## src/rtl/bit_sequencer_if.sv

```systemverilog
// Handshake bundle between a pattern source and bit_sequencer.
// The master side drives load/pattern; the sequencer (slave) returns sel and status.
interface bit_sequencer_if;
   logic       load;
   logic [6:0] pattern;
   logic [2:0] sel;
   logic       bit_out;
   logic       busy;
   logic       done;

   modport master (
      output load, pattern,
      input  sel, bit_out, busy, done
   );

   modport slave (
      input  load, pattern,
      output sel, bit_out, busy, done
   );
endinterface

```

## src/rtl/bit_sequencer.sv

```systemverilog
// Serialises a captured 7-bit pattern one bit every BIT_PERIOD clocks, exporting the mux select.
// Optional feature macro: LOOP_EN (repeat the captured pattern forever instead of single-shot).
module bit_sequencer #(
   parameter int unsigned BIT_PERIOD = 25_000_000,
   parameter int unsigned CNT_W      = 25
) (
   input  logic           clock,
   input  logic           resetn,
   bit_sequencer_if.slave bus
);

   typedef enum logic [1:0] {IDLE, SHIFT, DONE} state_t;

   localparam logic [CNT_W-1:0] RELOAD   = CNT_W'(BIT_PERIOD - 1);
   localparam logic [2:0]       LAST_SEL = 3'd6;

   state_t           state_q;
   logic [6:0]       pattern_q;
   logic [2:0]       sel_q;
   logic [CNT_W-1:0] cnt_q;
   logic             bit_q;
   logic             busy_q;
   logic             done_q;

   logic [2:0]       sel_inc;
   assign sel_inc = sel_q + 3'd1;

   // bit_q is loaded with the bit that the new sel will point at, so it stays registered
   always_ff @(posedge clock or negedge resetn) begin
      if (!resetn) begin
         state_q   <= IDLE;
         pattern_q <= '0;
         sel_q     <= '0;
         cnt_q     <= '0;
         bit_q     <= 1'b0;
         busy_q    <= 1'b0;
         done_q    <= 1'b0;
      end else begin
         done_q <= 1'b0;
         case (state_q)
            IDLE: begin
               if (bus.load) begin
                  pattern_q <= bus.pattern;
                  sel_q     <= '0;
                  cnt_q     <= RELOAD;
                  bit_q     <= bus.pattern[0];
                  busy_q    <= 1'b1;
                  state_q   <= SHIFT;
               end
            end
            SHIFT: begin
               if (cnt_q != '0) begin
                  cnt_q <= cnt_q - CNT_W'(1);
               end else if (sel_q != LAST_SEL) begin
                  sel_q <= sel_inc;
                  cnt_q <= RELOAD;
                  bit_q <= pattern_q[sel_inc];
               end else begin
`ifdef LOOP_EN
                  sel_q  <= '0;
                  cnt_q  <= RELOAD;
                  bit_q  <= pattern_q[0];
                  done_q <= 1'b1;
`else
                  sel_q   <= '0;
                  bit_q   <= 1'b0;
                  busy_q  <= 1'b0;
                  done_q  <= 1'b1;
                  state_q <= DONE;
`endif
               end
            end
            DONE: begin
               state_q <= IDLE;
            end
            default: begin
               state_q <= IDLE;
               sel_q   <= '0;
               bit_q   <= 1'b0;
               busy_q  <= 1'b0;
            end
         endcase
      end
   end

   assign bus.sel     = sel_q;
   assign bus.bit_out = bit_q;
   assign bus.busy    = busy_q;
   assign bus.done    = done_q;

endmodule
```

## src/flat_wrapper.sv

```systemverilog
// flat-port wrapper written by rule: the top's interface ports become plain ports
module bit_sequencer_flat 
#(
   parameter int unsigned BIT_PERIOD = 25_000_000,
   parameter int unsigned CNT_W      = 25
)
  (clock, resetn, bus_load, bus_pattern, bus_sel, bus_bit_out, bus_busy, bus_done);
  bit_sequencer_if bus_i ();
  input  logic clock;
  input  logic resetn;
  input wire logic [$bits(bus_i.load)-1:0] bus_load;
  input wire logic [$bits(bus_i.pattern)-1:0] bus_pattern;
  output wire logic [$bits(bus_i.sel)-1:0] bus_sel;
  output wire logic [$bits(bus_i.bit_out)-1:0] bus_bit_out;
  output wire logic [$bits(bus_i.busy)-1:0] bus_busy;
  output wire logic [$bits(bus_i.done)-1:0] bus_done;
  assign bus_i.load = bus_load;
  assign bus_i.pattern = bus_pattern;
  assign bus_sel = bus_i.sel;
  assign bus_bit_out = bus_i.bit_out;
  assign bus_busy = bus_i.busy;
  assign bus_done = bus_i.done;
  bit_sequencer #(.BIT_PERIOD(BIT_PERIOD), .CNT_W(CNT_W)) u_core (.clock(clock), .resetn(resetn), .bus(bus_i));
endmodule
```

## config.mk

```make
export PLATFORM = sky130hd
export DESIGN_NAME = bit_sequencer_flat
export DESIGN_NICKNAME = d
export VERILOG_FILES = /design/src/rtl/bit_sequencer_if.sv /design/src/rtl/bit_sequencer.sv /design/src/flat_wrapper.sv
export SDC_FILE = /design/constraint.sdc
export NUM_CORES = 1
export LEC_CHECK = 0
export ABC_AREA = 1
export BUFFER_PORTS_ARGS = -buffer_cell sky130_fd_sc_hd__buf_2
export CAP_MARGIN = 20
export CORE_MARGIN = 10
export CORE_UTILIZATION = 59
export CTS_CLUSTER_DIAMETER = 50
export CTS_CLUSTER_SIZE = 28
export DETAILED_ROUTE_END_ITERATION = 7
export PLACE_DENSITY = 0.78
export SETUP_SLACK_MARGIN = 0.2
export SKIP_LAST_GASP = 1
export SYNTH_ARGS = -nofsm -noshare
export SYNTH_HDL_FRONTEND = slang
export SYNTH_SLANG_ARGS = --single-unit
export TNS_END_PERCENT = 5
```

## constraint.sdc

```tcl
create_clock -name clock -period 3.15 [get_ports clock]
set_input_delay 0.315 -clock clock [delete_from_list [all_inputs] [get_ports clock]]
set_output_delay 0.315 -clock clock [all_outputs]
set_load 0.01 [all_outputs]
```

Word level (Yosys, flattened, before mapping)
Index checks and enable logic that the tools add are counted.
{"block": "op_classes", "n_addsub": 2, "order_cmp": 1, "eq_ne": 7, "muxes": 25, "n_bitwise": 1, "n_reduce_logical": 8}
{"cell": "$mux 25", "n": 3}
{"cell": "$pmux 25 s2", "n": 1}
{"cell": "$reduce_bool 25->1", "n": 1}
{"cell": "$sub 25x1->25 const B", "n": 1}
{"cell": "$mux 1", "n": 10}
{"cell": "$mux 3", "n": 3}
{"cell": "$pmux 3 s3", "n": 1}
{"cell": "$reduce_and 3->1", "n": 3}
{"cell": "$mux 2", "n": 3}
{"cell": "$ne 2x2->1 const B", "n": 3}
{"cell": "$pmux 1 s3", "n": 2}
{"cell": "$lt 3x4->1 const B", "n": 1}
{"cell": "$pmux 2 s2", "n": 1}
{"cell": "$reduce_and 4->1", "n": 1}
{"cell": "$add 3x1->3 const B", "n": 1}
{"cell": "$bmux 1 s3", "n": 1}
{"cell": "$ne 3x1->1 const B", "n": 1}
{"cell": "$ne 3x3->1 const B", "n": 1}
{"cell": "$eq 2x1->1 const B", "n": 1}
{"cell": "$eq 2x2->1 const B", "n": 1}
{"cell": "$logic_not 2->1", "n": 1}
{"cell": "$reduce_and 2->1", "n": 1}
{"cell": "$reduce_bool 2->1", "n": 1}
{"cell": "$not 1->1", "n": 1}
{"block": "totals", "register_bits": 40, "output_inout_bits": 6}

Longest topological paths before layout
{"block": "logic_depth", "depth_word": 6, "depth_mapped": 12, "ltp_nobuf": 11}

Least setup slack after synthesis
Ideal clock, no wire load.
{"block": "synth_path", "path_type": "register to register", "start": "register u_core.cnt_q[0]", "end": "register u_core.cnt_q[3]", "setup_time_ns": 0.117, "arrival_ns": 1.622, "required_ns": 3.033, "path_slack_ns": 1.411, "stages_incl_launch_ff": 13, "n_path_buf": 1, "period_less_slack_ns": 1.739, "path_cell_list": "dfrtp_1 > inv_1 > ha_1 > nand2_2 > nor2_1 > nand2_1 > nor2_4 > nand2_4 > nand2_8 > inv_4 > buf_6 > nand2_2 > o21ai_2"}
{"block": "synth_between", "elab_chain_len": 3}
{"item": "start, declared", "line_no": "bit_sequencer.sv:20", "text": "logic [CNT_W-1:0] cnt_q;"}
{"item": "start signal, assigned", "line_no": "bit_sequencer.sv:53", "text": "cnt_q <= cnt_q - CNT_W'(1);"}
{"item": "$sub 25x1->25 or $reduce_bool 25->1 (tied branches)", "line_no": "bit_sequencer.sv:53, bit_sequencer.sv:52"}
{"item": "$mux 25 or $ne 3x1->1 (tied branches)"}
{"item": "$pmux 25 s2 or $reduce_and 3->1 (tied branches)"}
Several ways; a longest one is shown, not always the timed one.
A chain may end at the register's enable or synchronous reset.

Worst setup path in the final report
{"block": "layout_path", "start": "register u_core.cnt_q[0]", "end": "register u_core.sel_q[0] (netlist: u_core.bus.sel[0])"}
{"block": "layout_between", "elab_chain_len": 3}
{"item": "$reduce_bool 25->1", "line_no": "bit_sequencer.sv:52", "text": "if (cnt_q != '0) begin"}
{"item": "$ne 2x2->1 (no source line)"}
{"item": "$reduce_and 3->1 (no source line)"}
{"item": "end signal, assigned", "line_no": "bit_sequencer.sv:55", "text": "sel_q <= sel_inc;"}
{"item": "end, declared", "line_no": "bit_sequencer.sv:19", "text": "logic [2:0] sel_q;"}
Every way passes these cells.

==> flow_summary.ini <==
[route]
drcViolationCount = 0
routed_wl_um = 5600
first_iter_violations = 196
viasPerCell = 5.40
drtAntennaViolNets = 0
first_pass_iters = 4
wl_per_cell_um = 13.8
dr_total_vias = 2191

[synth]
synth.cell_area_um2 = 2580
syn_area_per_cell_um2 = 7.63
synth_cells = 338
ys_warn_count = 0
ys_types = 27
ys_ff_latch = 40
synth.net_count = 351
yosysTopAreaCellShare_pct = 38.8
ys_seq_area_share_pct = 38.8
ys_top_cells_by_area = dfrtp_1 39%, nand2_1 12%, nand3_1 6.6%
synth_area_leader_cell = dfrtp_1

[worst_setup_path]
start_kind = register
r2r-end = u_core.bus.sel[0]
arrival_ns = 2.41
cp_max_fo = 14
worstPathRequired_ns = 3.34
crit_type = reg -> reg
ff2ff_setup_slack_ns = 0.93
crit_path_end_kind = register
r2r_cells = 11
r2r_start = u_core.cnt_q[0]

[floorplanning]
die-width_um = 86.1
num_rows = 23
die-area_um2 = 7410
dieHeight_um = 86.1
initial_core_util_pct = 62.7
io_pins = 16
core-area_um2 = 4120

[placement]
dp_hpwl_um = 4190
port_buffers = 15
gp_congestion = 0.851
place_area_um2 = 2680

[pwr]
power_density_nw_per_um2 = 604
p_total_mw = 1.68
p_leak_nw = 1.39
max-vdd-ir-drop_uv = 454

[global_routing]
grt_pass1_vias = 2177
overflow = 0
grt_pass1_wl_um = 9980
grt_start_max_net_pins = 41
grt_antenna_before_repair = 0
grt.total_usage_pct = 16.3

[flow_run]
max_cap_violations = 0

[clock_tree]
hold_buffers = 0
clock-sinks = 40
clk_pin_slew_ns = 0.08
htree_levels = 2
clk_path_buf_depth = 2
clk_latency_ns = 0.30
cts_setup_buffers = 0
cts_tree = yes
numCtsBuffers = 5
ctsResizeCount = 0
cts-root-buf = clkbuf_8

[final_layout]
syn_to_final_growth_pct = 7.62
fin_util_pct = 67.4
antenna_cells = 0
final_cell_mix = 85 x nand2_1, 42 x nor2_1, 40 x dfrtp_1, 34 x inv_1, 34 x nand3_1
final_area_um2 = 2780
drive_gt1_share_pct = 23.0
n_fill_cell = 366
fin_nets = 368
final_common_cell = nand2_1

[worst_hold_path]
min_path_type = in -> async

[timing]
slew_headroom_pct = 41.5
finalHoldViolCount = 0
drv_slew = 0
period_minus_slack_ns = 2.22
max_freq_ghz = 0.450
setup_viol = 0
worst_slew_pin_slew_ns = 0.878
fin_crit_sh_pct = 70.6
setup_tns_ns = 0
rsz0062_at_grt = false
clock_skew_ns = 0.00948

[run_status]
status = completed
[synthesized netlist by cell type, drive strengths merged]
library cell / number
nand2: 102
nor2: 53
dfrtp: 40
inv: 38
nand3: 34
o21ai: 22
nand4: 21
mux2: 7
buf: 4
xnor2: 4
ha: 3
clkbuf: 2
nand3b: 2
xor2: 2
a21oi: 1
a22oi: 1
and2: 1
nor3: 1
[metrics by stage]
step / setup slack [ns] / hold slack (ns) / std cells
2_1_floorplan: 1.41 / 0.0194 / 338
3_3_place_gp: 1.02 / 0.465 / 398
3_5_place_dp: 0.970 / 0.468 / 398
4_1_cts: 0.939 / 0.162 / 406
5_1_grt: 0.701 / 0.194 / 406
6_report: 0.926 / 0.127 / 406
[report_power, final]
group	internal [mW]	switching, mW
clock	0.177	0.186
sequential	0.628	0.133
combinational	0.213	0.338
total	1.02	0.658
[flip-flops by register name, summed over array words and instances, names as in the netlist]
name / cells
u_core.bus.sel: 3
u_core.bus.done: 1
u_core.bus.bit_out: 1
u_core.state_q: 2
u_core.pattern_q: 7
u_core.cnt_q: 25
u_core.bus.busy: 1
[cell families after synthesis]
family | share of synthesized area (%)
buf+inv | 7.42
compound gates | 7.52
mux | 3.06
simple gates | 39.7
fa+ha+maj | 1.46
flops | 38.8
xor+xnor | 2.04
[final cells by class]
class                   count  area (µm²)  area share, %
inverters                  38         145           5.23
repair buffers             16        82.6           2.98
clock buffers               6        82.6           2.98
flip-flops and latches     40        1000           36.1
clock inverters             2        15.0          0.541
multi-input cells         254        1390           50.0
well taps                  50        62.6           2.25
[layer usage]
layer	part of all wire [%]	wire length (µm)	global-route usage, %	vias up
met3	6.4	359	3.50	11
met4	1.4	80	4.94	0
met1	46	2560	21.6	1003
li1	-	-	-	1130
met2	46	2600	25.8	47
met5	0	0	0	-
[how the worst max path moves through the flow]
stage / from / to / slack, ns / cells after the start
floorplan: u_core.cnt_q[0] / u_core.cnt_q[3] / 1.41 / 12
global placement: u_core.cnt_q[0] / u_core.bus.bit_out / 1.02 / 11
detailed placement: u_core.cnt_q[0] / u_core.bus.sel[0] / 0.97 / 11
CTS: u_core.cnt_q[0] / u_core.bus.sel[0] / 0.94 / 11
global route: u_core.cnt_q[0] / u_core.bus.sel[2] / 0.70 / 11
finish: u_core.cnt_q[0] / u_core.bus.sel[0] / 0.93 / 11
[critical path: stages (launching register included)]
cell     delay, ns
dfrtp_1       0.37
inv_1         0.14
ha_1          0.31
nand2_2       0.12
inv_2         0.10
nand2_1       0.06
nor2_1        0.09
nand2_1       0.32
nand2_2       0.27
nand3_1       0.17
nand2_1       0.10
nand2_1       0.05
Power figures use the tool's default switching activity.
